`src/rtl/amc7823_pkg.sv`:
```
// Shared constants, command-word field map and FSM state encoding for the AMC7823 SPI master.
package amc7823_pkg;

  localparam int FRAME_BITS = 32;
  localparam int CMD_BITS   = 16;
  localparam int DATA_BITS  = FRAME_BITS - CMD_BITS;
  localparam int BIT_CNT_W  = $clog2(FRAME_BITS);

  // Command-word field positions
  localparam int RW_BIT   = 15;
  localparam int PAGE_MSB = 13;
  localparam int PAGE_LSB = 12;
  localparam int ADDR_MSB = 5;
  localparam int ADDR_LSB = 0;

  typedef enum logic [2:0] {
    ST_IDLE,
    ST_LEAD,
    ST_SHIFT,
    ST_TRAIL,
    ST_GAP
  } state_e;

  function automatic logic cmd_is_read(input logic [CMD_BITS-1:0] cmd);
    return cmd[RW_BIT];
  endfunction

endpackage

```
`src/rtl/spi_clk_div.sv`:
```
// Half-period counter: ticks on the last cycle of every DIV-cycle phase while enabled.
module spi_clk_div #(
  parameter int unsigned DIV = 4
) (
  input  logic i_clk,
  input  logic i_rst,
  input  logic i_en,
  output logic o_tick
);

  localparam logic [7:0] LAST = 8'(DIV - 1);

  logic [7:0] r_cnt;
  logic       w_last;

  assign w_last = (r_cnt == LAST);
  assign o_tick = i_en && w_last;

  // Held at zero while disabled so every frame starts phase-aligned to its first cycle.
  always_ff @(posedge i_clk) begin
    if (i_rst || !i_en) begin
      r_cnt <= 8'd0;
    end else if (w_last) begin
      r_cnt <= 8'd0;
    end else begin
      r_cnt <= r_cnt + 8'd1;
    end
  end

endmodule

```
`src/rtl/amc7823_spi_master.sv`:
```
// 32-bit framed SPI master (16-bit command + 16-bit data) for the AMC7823; all pins registered.
module amc7823_spi_master
  import amc7823_pkg::*;
#(
  parameter int unsigned DIV = 4
) (
  input  logic                 i_clk,
  input  logic                 i_rst,
  input  logic                 i_start,
  input  logic [CMD_BITS-1:0]  i_cmd,
  input  logic [DATA_BITS-1:0] i_wdata,
  output logic                 o_busy,
  output logic                 o_done,
  output logic [DATA_BITS-1:0] o_rdata,
  output logic                 o_ss,
  output logic                 o_sclk,
  output logic                 o_mosi,
  input  logic                 i_miso
);

  state_e                r_state, w_state_nxt;
  logic                  r_phase, w_phase_nxt;
  logic [BIT_CNT_W-1:0]  r_bit_cnt, w_bit_cnt_nxt;
  logic [FRAME_BITS-1:0] r_tx, w_tx_nxt;
  logic [FRAME_BITS-1:0] r_rx, w_rx_nxt;

  logic                  w_tick;
  logic                  w_ss_nxt, w_sclk_nxt, w_mosi_nxt, w_busy_nxt, w_done_nxt;

  spi_clk_div #(.DIV(DIV)) u_clk_div (
    .i_clk  (i_clk),
    .i_rst  (i_rst),
    .i_en   (r_state != ST_IDLE),
    .o_tick (w_tick)
  );

  always_ff @(posedge i_clk) begin
    if (i_rst) begin
      r_state   <= ST_IDLE;
      r_phase   <= 1'b0;
      r_bit_cnt <= '0;
      r_tx      <= '0;
      r_rx      <= '0;
      o_ss      <= 1'b1;
      o_sclk    <= 1'b0;
      o_mosi    <= 1'b0;
      o_busy    <= 1'b0;
      o_done    <= 1'b0;
      o_rdata   <= '0;
    end else begin
      r_state   <= w_state_nxt;
      r_phase   <= w_phase_nxt;
      r_bit_cnt <= w_bit_cnt_nxt;
      r_tx      <= w_tx_nxt;
      r_rx      <= w_rx_nxt;
      o_ss      <= w_ss_nxt;
      o_sclk    <= w_sclk_nxt;
      o_mosi    <= w_mosi_nxt;
      o_busy    <= w_busy_nxt;
      o_done    <= w_done_nxt;
      if (w_done_nxt) begin
        o_rdata <= r_rx[DATA_BITS-1:0];
      end
    end
  end

  always_comb begin
    w_state_nxt   = r_state;
    w_phase_nxt   = r_phase;
    w_bit_cnt_nxt = r_bit_cnt;
    w_tx_nxt      = r_tx;
    w_rx_nxt      = r_rx;
    case (r_state)
      ST_IDLE: begin
        if (i_start) begin
          w_state_nxt = ST_LEAD;
          w_tx_nxt    = {i_cmd, i_wdata};
        end
      end
      ST_LEAD: begin
        if (w_tick) begin
          w_state_nxt   = ST_SHIFT;
          w_phase_nxt   = 1'b0;
          w_bit_cnt_nxt = '0;
        end
      end
      ST_SHIFT: begin
        if (w_tick) begin
          if (!r_phase) begin
            w_phase_nxt = 1'b1;
          end else begin
            // End of high phase: sample miso just before the falling edge
            w_phase_nxt = 1'b0;
            w_tx_nxt    = {r_tx[FRAME_BITS-2:0], 1'b0};
            w_rx_nxt    = {r_rx[FRAME_BITS-2:0], i_miso};
            if (r_bit_cnt == BIT_CNT_W'(FRAME_BITS - 1)) begin
              w_state_nxt = ST_TRAIL;
            end else begin
              w_bit_cnt_nxt = r_bit_cnt + 1'b1;
            end
          end
        end
      end
      ST_TRAIL: begin
        if (w_tick) w_state_nxt = ST_GAP;
      end
      ST_GAP: begin
        if (w_tick) w_state_nxt = ST_IDLE;
      end
      default: w_state_nxt = ST_IDLE;
    endcase
  end

  // Pin values are decoded from the next state so the registered pins line up with it.
  always_comb begin
    w_ss_nxt   = !((w_state_nxt == ST_LEAD) || (w_state_nxt == ST_SHIFT) ||
                   (w_state_nxt == ST_TRAIL));
    w_sclk_nxt = (w_state_nxt == ST_SHIFT) && w_phase_nxt;
    w_mosi_nxt = (w_state_nxt == ST_SHIFT) ? w_tx_nxt[FRAME_BITS-1] : 1'b0;
    w_busy_nxt = (w_state_nxt != ST_IDLE);
    w_done_nxt = (r_state == ST_TRAIL) && w_tick;
  end

endmodule

```
`config.mk`:
```
export PLATFORM = sky130hd
export DESIGN_NAME = amc7823_spi_master
export DESIGN_NICKNAME = d
export VERILOG_FILES = /design/src/rtl/amc7823_pkg.sv /design/src/rtl/spi_clk_div.sv /design/src/rtl/amc7823_spi_master.sv
export SDC_FILE = /design/constraint.sdc
export NUM_CORES = 1
export LEC_CHECK = 0
export CORE_UTILIZATION = 59
export DETAILED_ROUTE_END_ITERATION = 7
export PLACE_DENSITY = 0.9
export SETUP_SLACK_MARGIN = 0.5
export SYNTH_ARGS = -nofsm -noshare
export SYNTH_HDL_FRONTEND = slang
export SYNTH_HIERARCHICAL = 1
export SYNTH_SLANG_ARGS = --single-unit
```
`constraint.sdc`:
```
create_clock -name i_clk -period 4.5 [get_ports i_clk]
set_input_delay 0.9 -clock i_clk [delete_from_list [all_inputs] [get_ports i_clk]]
set_output_delay 0.9 -clock i_clk [all_outputs]
set_load 0.05 [all_outputs]
```
==> results of run 1 <==
flip-flops by register name (all words and copies together), names as in the netlist:
name	count
r_rx	16
r_state	3
o_rdata	16
r_bit_cnt	5
o_busy	1
o_sclk	1
o_mosi	1
u_clk_div/r_cnt	8
o_ss	1
r_phase	1
r_tx	32
o_done	1
stage by stage:
stage          cells  instance area (um2)
3_5_place_dp     535                 4560
2_1_floorplan    423                 4140
5_1_grt          551                 4750
6_report         551                 4750
4_1_cts          551                 4750
3_3_place_gp     535                 4560
cell type report:
class	instances	share of cell area, %
flip-flops and latches	86	36.2
clock buffers	11	3.19
multi-input cells	288	44.5
clock inverters	5	0.869
inverters	6	0.474
repair buffers	59	12.2
well taps	96	2.53
cells in the final DEF (no fill, tap or decap), drive strengths merged, types with 2 or more instances in the layout:
cell type | synthesis | layout
nor2 | 7 | 7
a211oi | 5 | 5
nand3b | 5 | 5
a32oi | 31 | 31
nand3 | 5 | 5
inv | 6 | 8
or3 | 5 | 5
nor3 | 3 | 3
clkinvlp | 0 | 2
nor4b | 3 | 3
xor2 | 2 | 2
o211ai | 31 | 31
nor3b | 2 | 2
or3b | 5 | 5
nand2b | 5 | 5
a21oi | 71 | 71
clkdlybuf4s50 | 0 | 55
and3 | 3 | 3
and2 | 2 | 2
ha | 5 | 5
buf | 29 | 4
mux2i | 4 | 4
nor2b | 3 | 3
dfxtp | 86 | 86
nand4bb | 3 | 3
o21ai | 3 | 3
clkbuf | 14 | 11
nand2 | 67 | 67
critical path, cell delays in order (launching register included):
cell,delay (ns)
dfxtp_1,0.41
ha_1,0.24
nor4b_1,0.33
and3_1,0.51
and2_1,0.97
a32oi_1,0.33
a21oi_2,0.20
report_power, final:
group	total (W)	leakage [nW]	switching, W	internal (W)
clock network	0.000526	0.0926	0.000291	0.000236
logic	0.000144	0.747	0.0000731	0.0000712
registers	0.000804	0.699	0.0000212	0.000783
total	0.00147	1.54	0.000385	0.00109
logic make-up (layout without fill, tap and decap cells):
logic type,after synthesis,count (layout),share of synthesized area [%]
buf+inv,49,81,7.49
fa+ha+maj,5,5,1.51
flops,86,86,41.6
mux,5,5,1.24
simple gates,126,126,17.0
xor+xnor,3,3,0.635
compound gates,149,149,30.6
routing by layer:
| layer | part of all wire (%) | vias to the layer above | GRT usage [%] |
|---|---|---|---|
| met5 | 0 | - | 0 |
| met4 | 1.2 | 0 | 7.73 |
| met3 | 4.5 | 9 | 6.16 |
| met2 | 49 | 78 | 39.0 |
| met1 | 45 | 1583 | 31.9 |
| li1 | - | 1608 | - |
worst paths after layout:
path / from / end / slack [ns] / cells after the start
worst max-delay path: u_clk_div/r_cnt[0]$_SDFF_PP0_ / r_tx[8]$_SDFFE_PP0P_ / 1.43 / 6
worst min-delay path: o_rdata[7]$_SDFFE_PP0P_ / o_rdata[7]$_SDFFE_PP0P_ / 0.46 / 2
worst max register to register: u_clk_div/r_cnt[0]$_SDFF_PP0_ / r_tx[8]$_SDFFE_PP0P_ / 1.43 / 6
worst min register to register: o_rdata[7]$_SDFFE_PP0P_ / o_rdata[7]$_SDFFE_PP0P_ / 0.46 / 2
==> metrics.md, run 1 <==
| Metric | Value |
|---|---|
| Run status | `finished with violations` |
| Failing checks | `DRC` |
| RSZ-0062 raised after global routing | `no` |
| Hold Vio Cnt, Final | `0` |
| Total grt overflow | `0` |
| Multi-input gate area | `2120 um2` |
| Initial Util | `around 61%` |
| Gpl congestion | `approximately 0.8` |
| Worst-case clock buffer depth | `2` |
| Cell Pwr Density | `310 nW/um2` |
| FILL cells | `about 500` |
| Worst EP required | `roughly 4.8 ns` |
| FF/Latch Area | `1720 um2` |
| Post-synthesis async set-or-reset flop share | `0%` |
| Pre-CTS setup slack | `1.49 ns` |
| Syn_area_per_cell | `between 9 and 10 um2` |
| Commonest cells post-synth | `86 x dfxtp_1, 67 x nand2_1, 39 x a21oi_1` |
| Ratio of cells with drive above 1 in the final layout | `22.0%` |
| Synthesized area | `4140 um2` |
| Top FF cell, synth | `dfxtp_1` |
| Worst-Margin Slew | `1.15 ns` |
| Hold crit path type | `register to register` |
| Postcts setup bufs | `0` |
| I/O Buffers | `56` |
| Post-synth EDFFs | `0` |
| Worst vdd ir | `0.248 mV` |
| Worst Setup Path Type | `register to register` |
| Synth top area share | `41.6%` |
| Drt first pass iters | `6` |
| CTS sink cnt | `86` |
| Num CTS Buffers | `9` |
| Ports | `57` |
| Dominant cell by count in the synthesized netlist | `dfxtp_1` |
| Total number of vias | `3,278` |
| Initial drt markers | `203` |
| Fin worst setup slack | `1.43 ns` |
| Syn_nets | `between 400 and 500` |
| Clk_lat worst skew | `around 0.36 ns` |
| First-pass GRT wire length | `~14 mm` |
| Total Nets Final | `491` |
| Antenna cells | `0` |
| Row count | `30` |
| Initial antenna violation count | `0` |
| Root Driver | `clkbuf_8` |
| Final Setup Violations | `0` |
| Die Height | `around 86 um` |
| Pwr Total | `approximately 0.0015 W` |
| Seq cells post-synth | `86` |
| Post-layout min period | `about 3.1 ns` |
| Setup TNS | `0 ns` |
| Worst setup SP type | `register` |
| Seq/Total Area, Yosys | `about two fifths` |
| Vias in the first global route | `approximately 3.1k` |
| LEAKAGE | `~1.5 nW` |
| CTS tree | `yes` |
| Vias per cell | `roughly 5.9` |
| Routed WL | `8.61 mm` |
| Hold-fix buffers, CTS | `0` |
| YS warnings | `6` |
| Post-DRT Antenna Nets | `0` |
| HPWL Detailed | `5.30 mm` |
| Crit path DAT | `roughly 3.4 ns` |
| Max-slew violations | `0` |
| Core Region | `around 6800 um2` |
| Gr usage total | `between 20% and 30%` |
| Crit. End Element | `register` |
| Die footprint | `between 7000 and 8000 um2` |
| Peak Freq | `roughly 0.33 GHz` |
| Yosys top cell by area | `dfxtp_1` |
| Clock transition at path regs | `around 0.090 ns` |
| Largest net degree at the start of global routing | `between 50 and 60` |
| Slew HR | `a little under a quarter` |
| Cell variety after synth | `55` |
| Post-CTS Resized | `0` |
| Hold WS | `0.461 ns` |
| Drc violations | `1` |
| Ranking of synthesized cells by area | `dfxtp_1 42%, o211ai_2 9.1%, a21oi_2 6.8%` |
| Max Cap Violations | `0` |
| Clock H-tree levels | `3` |
| Syn-to-layout area delta | `14.8%` |
| Final Core Density | `69.9%` |
| Routed len/inst | `around 16 um` |
| Mapped Cells | `423` |
| Period utilization | `68.3%` |
| Setup Skew | `0.0133 ns` |
| Worst Path Max Fanout | `32` |
| Die width | `85.8 um` |
Note: power is estimated with default switching activity, not from simulation.
==> run 2: changes to the inputs <==
Settings changed: CORE_UTILIZATION 59 to 55, PLACE_DENSITY 0.9 to 0.85.
Clock period 4.5 ns to 3.22 ns, I/O delays scaled along.
==> metrics.md, run 2 (synthesis gave the netlist of run 1 again) <==
| Metric | Value |
|---|---|
| Sw frac | `25.7% (-0.40 points)` |
| Fin cells | `565 (+2.5%)` |
| Sequential Power Share | `53.1% (-1.4 points)` |
| Max Cap Violations | `0 (unchanged)` |
| Max reg flops | `32 (unchanged)` |
| Row count | `31 (+3.3%)` |
| Worst Path Max Fanout | `14 (-56%)` |
| Top Registers | `r_tx x32, o_rdata x16, r_rx x16` |
| Post-DRT Antenna Nets | `0 (unchanged)` |
| Hold-fix buffers, CTS | `0 (unchanged)` |
| Top reg by flops | `r_tx` |
| Combinational Power Share | `10.0% (+0.2 points)` |
| I/O Buffers | `56 (unchanged)` |
| Die width | `88.8 um (+3.5%)` |
| Internal Power | `0.00157 W (+44%)` |
| Drc violations | `0 (-1)` |
| Total number of vias | `3,339 (+1.9%)` |
| Worst vdd ir | `0.273 mV (+10%)` |
| Clock Power Share | `36.9% (+1.2 points)` |
| Gr usage total | `23.4% (-0.73 points)` |
| Routed len/inst | `15.6 um (-0.12%)` |
| P_sw | `0.000541 W (+41%)` |
| CP Launch Point | `u_clk_div/r_cnt[0]$_SDFF_PP0_` |
| Worst Setup Path Type | `register to register` |
| Setup Skew | `0.00805 ns (-0.00520 ns)` |
| Reg2reg setup slack | `0.68 ns (-0.74 ns)` |
| HPWL Detailed | `5.63 mm (+6.4%)` |
| Run status | `complete, no violations` |
| RSZ-0062 raised after global routing | `no` |
| Gpl congestion | `0.809 (-1.1%)` |
| Die Height | `88.8 um (+3.5%)` |
| Worst EP required | `3.46 ns (-1.33 ns)` |
| Ratio of cells with drive above 1 in the final layout | `23.8% (+1.8 points)` |
| Period utilization | `78.8% (+10 points)` |
| Worst-Margin Slew | `0.803 ns (-0.344 ns)` |
| LEAKAGE | `1.60 nW (+4.1%)` |
| Crit. End Element | `register` |
| Routed WL | `8.82 mm (+2.4%)` |
| Most common cell after layout, fill and taps aside | `dfxtp_1` |
| Most frequent cells in the layout | `86 x dfxtp_1, 67 x nand2_1, 55 x clkdlybuf4s50_1` |
| Initial Util | `57.1% (-3.9 points)` |
| Max-slew violations | `0 (unchanged)` |
| Hold crit path type | `register to register` |
| Crit path DAT | `2.78 ns (-0.58 ns)` |
| Die footprint | `7880 um2 (+7.1%)` |
| Drt first pass iters | `4 (-2)` |
| Placed cells | `549 (+2.6%)` |
| Post-layout min period | `2.54 ns (-0.536 ns)` |
| Total Nets Final | `502 (+2.2%)` |
| First-pass GRT wire length | `14.4 mm (+1.7%)` |
| Largest net degree at the start of global routing | `36 (-33%)` |
| Initial antenna violation count | `0 (unchanged)` |
| CTS tree | `yes` |
| Clk_lat worst skew | `0.35 ns (about the same)` |
| Clock H-tree levels | `3 (unchanged)` |
| Root Driver | `clkbuf_8` |
| Initial drt markers | `214 (+5.4%)` |
| CTS sink cnt | `86 (unchanged)` |
| Worst-case clock buffer depth | `2 (unchanged)` |
| Post-CTS Resized | `1 (+1)` |
| Num CTS Buffers | `9 (unchanged)` |
| Vias per cell | `5.91 (-0.66%)` |
| Final Setup Violations | `0 (unchanged)` |
| R2r startpoint | `u_clk_div/r_cnt[0]$_SDFF_PP0_` |
| Core Region | `7250 um2 (+6.8%)` |
| Hold Crit Start | `o_rdata[5]$_SDFFE_PP0P_` |
| Syn-to-layout area delta | `17.6%` |
| Cell Pwr Density | `433 nW/um2 (+39%)` |
| Postcts setup bufs | `0 (unchanged)` |
| Vias in the first global route | `3,120 (+2.3%)` |
| Setup TNS | `0 ns (unchanged)` |
| Total grt overflow | `0 (unchanged)` |
| Slew HR | `46.5% (+23 points)` |
| Clock transition at path regs | `0.09 ns (about the same)` |
| Peak Freq | `0.394 GHz (+21%)` |
| Hold Vio Cnt, Final | `0 (unchanged)` |
| Worst setup SP type | `register` |
| Ports | `57 (unchanged)` |
| Antenna cells | `0 (unchanged)` |
## run 2: per-layer routing
metal  global-route usage (%)  wire [um]  vias up
met5                        0          0        -
met4                     7.77        118        0
met3                     4.94        378        9
met2                     39.1       4300       80
met1                     30.2       4020     1621
li1                         -          -     1629
## run 2: area by class of cell
class,count,area [um2]
Tap cell,99,124
Clock inverter,7,80.1
Inverter,6,22.5
Multi-Input combinational cell,288,2120
Fill cell,575,2390
Sequential cell,86,1720
Timing Repair Buffer,70,673
Clock buffer,9,124
## run 2: worst max-delay path, stage by stage (launching register included)
cell and delay (ns):
dfxtp_1 0.41, ha_1 0.25, nor4b_2 0.26, and3_2 0.37, inv_1 0.07, ha_1 0.27, or3b_2 0.44, a32oi_1 0.28
nor4b_2 0.08
## run 2: final timing paths
check	endpoint	cells after the start
max	o_sclk$_SDFF_PP0_	8
min	o_rdata[5]$_SDFFE_PP0P_	2
max reg2reg	o_sclk$_SDFF_PP0_	8
min reg2reg	o_rdata[5]$_SDFFE_PP0P_	2
## run 2: stage by stage
step / setup slack, ns / hold slack (ns) / utilization (%) / cell area, um2 / power, W
after detailed placement: 0.458 / 0.449 / 64.2 / 4660 / 0.00135
after floorplan: 0.748 / 0.432 / - / 4140 / 0.00129
after global routing: 0.502 / 0.479 / 67.1 / 4870 / 0.00218
after global placement: 0.622 / 0.442 / 64.2 / 4660 / 0.00134
after CTS: 0.548 / 0.461 / 67.0 / 4860 / 0.00212
final: 0.683 / 0.458 / 67.1 / 4870 / 0.00211
## run 2: power groups by stage
stage	Clock, W	Sequential, W	Combinational, W
finish	0.000778	0.00112	0.000211
global route	0.000832	0.00112	0.000227
CTS	0.000791	0.00112	0.000210
detailed placement	0	0.00114	0.000208
global placement	0	0.00114	0.000202
floorplan	0	0.00114	0.000147
==> run 3: changes to the inputs <==
Settings changed: CORE_UTILIZATION 55 to 49, PLACE_DENSITY 0.85 to 0.8.
Clock period 3.22 ns to 2.24 ns, I/O delays scaled along.
==> metrics.md, run 3 (synthesis gave the netlist of run 1 again) <==
| Metric | Value |
|---|---|
| Top reg by flops | `r_tx` |
| Worst Path Max Fanout | `7 (-7)` |
| Clock H-tree levels | `3 (unchanged)` |
| Vias per cell | `6.06 (+2.6%)` |
| Ratio of cells with drive above 1 in the final layout | `45.6% (+22 points)` |
| Core Region | `8220 um2 (+13%)` |
| Total number of vias | `3,644 (+9.1%)` |
| Die Height | `93.9 um (+5.8%)` |
| Max-slew violations | `0 (unchanged)` |
| HPWL Detailed | `5.77 mm (+2.4%)` |
| Placement Cell Area | `4990 um2 (+7.3%)` |
| GR Util met1 | `33.4% (+3.2 points)` |
| Placed cells | `558 (+1.6%)` |
| Worst-Margin Slew | `0.710 ns (-0.0924 ns)` |
| Clock transition at path regs | `0.10 ns (about the same)` |
| Row count | `33 (+6.5%)` |
| Top Usage Layer GRT | `met2` |
| CP Launch Point | `r_state[1]$_SDFF_PP0_` |
| RSZ-0062 raised after global routing | `yes` |
| R2r startpoint | `r_state[1]$_SDFF_PP0_` |
| Worst vdd ir | `0.299 mV (+9.5%)` |
| Crit. End Element | `register` |
| Fin worst setup slack | `0.208 ns (-0.475 ns)` |
| Worst EP required | `2.46 ns (-1.00 ns)` |
| Crit path DAT | `2.26 ns (-0.52 ns)` |
| Syn-to-layout area delta | `42.1%` |
| Initial antenna violation count | `0 (unchanged)` |
| Met3 Use GR | `4.13% (-0.82 points)` |
| Root Driver | `clkbuf_8` |
| Peak Freq | `0.492 GHz (+25%)` |
| Setup TNS | `0 ns (unchanged)` |
| Hold Vio Cnt, Final | `0 (unchanged)` |
| Die footprint | `8820 um2 (+12%)` |
| CTS sink cnt | `86 (unchanged)` |
| Initial Util | `50.4% (-6.7 points)` |
| Num CTS Buffers | `9 (unchanged)` |
| Gr usage total | `26.6% (+3.2 points)` |
| Post-DRT Antenna Nets | `0 (unchanged)` |
| Fin cells | `601 (+6.4%)` |
| Antenna cells | `0 (unchanged)` |
| Pre-CTS setup slack | `0.0981 ns (-0.359 ns)` |
| Max Cap Violations | `0 (unchanged)` |
| Run status | `complete, no violations` |
| I/O Buffers | `56 (unchanged)` |
| Hold Crit Start | `o_rdata[7]$_SDFFE_PP0P_` |
| Worst Setup Path Type | `register to register` |
| Cell Pwr Density | `536 nW/um2 (+24%)` |
| Met2 usage | `45.7% (+6.6 points)` |
| LEAKAGE | `2.07 nW (+29%)` |
| Vias in the first global route | `3,639 (+17%)` |
| Setup Skew | `0.00780 ns (-0.000255 ns)` |
| Most frequent cells in the layout | `83 x dfxtp_1, 50 x a21oi_2, 49 x nand2_1` |
| Worst-case clock buffer depth | `2 (unchanged)` |
| Final Core Density | `71.6% (+4.5 points)` |
| Critical Path Most Common Cell | `buf_6` |
| Largest net degree at the start of global routing | `34 (-5.6%)` |
| Drt first pass iters | `4 (unchanged)` |
| Final Setup Violations | `0 (unchanged)` |
| Total Nets Final | `532 (+6.0%)` |
| Hold crit path type | `register to register` |
| Critical-path cell list | `or3_4 > and3_4 > buf_6 > buf_6 > and2_4 > bufbuf_16 > a32oi_4 > a21oi_2` |
| CTS tree | `yes` |
| Drc violations | `0 (unchanged)` |
| First-pass GRT wire length | `18.2 mm (+26%)` |
| CP delay by family, top | `simple AND/OR/NAND/NOR gates` |
| FILL cells | `529 (-8.0%)` |
| Die width | `93.9 um (+5.8%)` |
| Initial drt markers | `172 (-20%)` |
| Top Registers | `r_tx x32, o_rdata x16, r_rx x16` |
| Routed len/inst | `19.3 um (+23%)` |
| Most common cell after layout, fill and taps aside | `dfxtp_1` |
| Clk_lat worst skew | `0.37 ns (+0.02 ns)` |
| Max reg flops | `32 (unchanged)` |
| Max stage delay on crit path | `0.38 ns (-0.06 ns)` |
| Period utilization | `90.7% (+12 points)` |
| Hold-fix buffers, CTS | `0 (unchanged)` |
| Total grt overflow | `0 (unchanged)` |
| Ports | `57 (unchanged)` |
| Gpl congestion | `0.795 (-1.7%)` |
| Routed WL | `11.6 mm (+31%)` |
| Worst setup SP type | `register` |
| Post-layout min period | `2.03 ns (-0.505 ns)` |
| CP bufs+invs | `3 (+2)` |
| Slowest-stage cell, CP | `or3_4` |
| Fin area | `5880 um2 (+21%)` |
| Slew HR | `52.7% (+6.2 points)` |
==> run 3: path summary, 6_finish.rpt <==
kind | depth (start not counted) | slack, ns | end
setup / recovery | 8 | 0.21 | r_tx[30]$_SDFFE_PP0P_
hold reg to reg | 2 | 0.46 | o_rdata[7]$_SDFFE_PP0P_
setup reg to reg | 8 | 0.21 | r_tx[30]$_SDFFE_PP0P_
hold / removal | 2 | 0.46 | o_rdata[7]$_SDFFE_PP0P_
==> run 3: metal layers <==
layer / up-vias / routed length [um]
met4: 0 / 294
li1: 1708 / -
met1: 1822 / 5040
met2: 90 / 5860
met3: 24 / 380
met5: - / 0
==> run 3: where the power goes <==
part	internal, W	total [W]	switching (W)
registers	0.00157	0.00162	0.0000496
logic	0.000180	0.000376	0.000196
clock network	0.000531	0.00116	0.000625
total	0.00228	0.00315	0.000870
==> run 3: worst register-to-register path, cell delays in order (launching register included) <==
cell       delay, ns
dfxtp_1         0.34
or3_4           0.38
and3_4          0.20
buf_6           0.12
buf_6           0.12
and2_4          0.17
bufbuf_16       0.28
a32oi_4         0.19
a21oi_2         0.10
==> run 3: through the flow <==
step           hold WS [ns]  total power, W
2_1_floorplan         0.432         0.00189
3_3_place_gp          0.442         0.00198
3_5_place_dp          0.450         0.00199
4_1_cts               0.461         0.00313
5_1_grt               0.486         0.00325
6_report              0.459         0.00315
==> run 3: area by class of cell <==
cell class	count	area, um2	area share (%)
inverters	6	22.5	0.383
clock inverters	7	81.3	1.38
clock buffers	9	124	2.11
well taps	105	131	2.23
flip-flops and latches	86	1730	29.4
repair buffers	98	1090	18.5
multi-input cells	290	2710	46.0
==> run 3: what timing repair did <==
item | CTS | global route
buffers inserted | 16 | 2
gates cloned | 9 | 0
resized for setup | 62 | 46
setup endpoints to repair | 96 | 80
pin swaps | 17 | 18
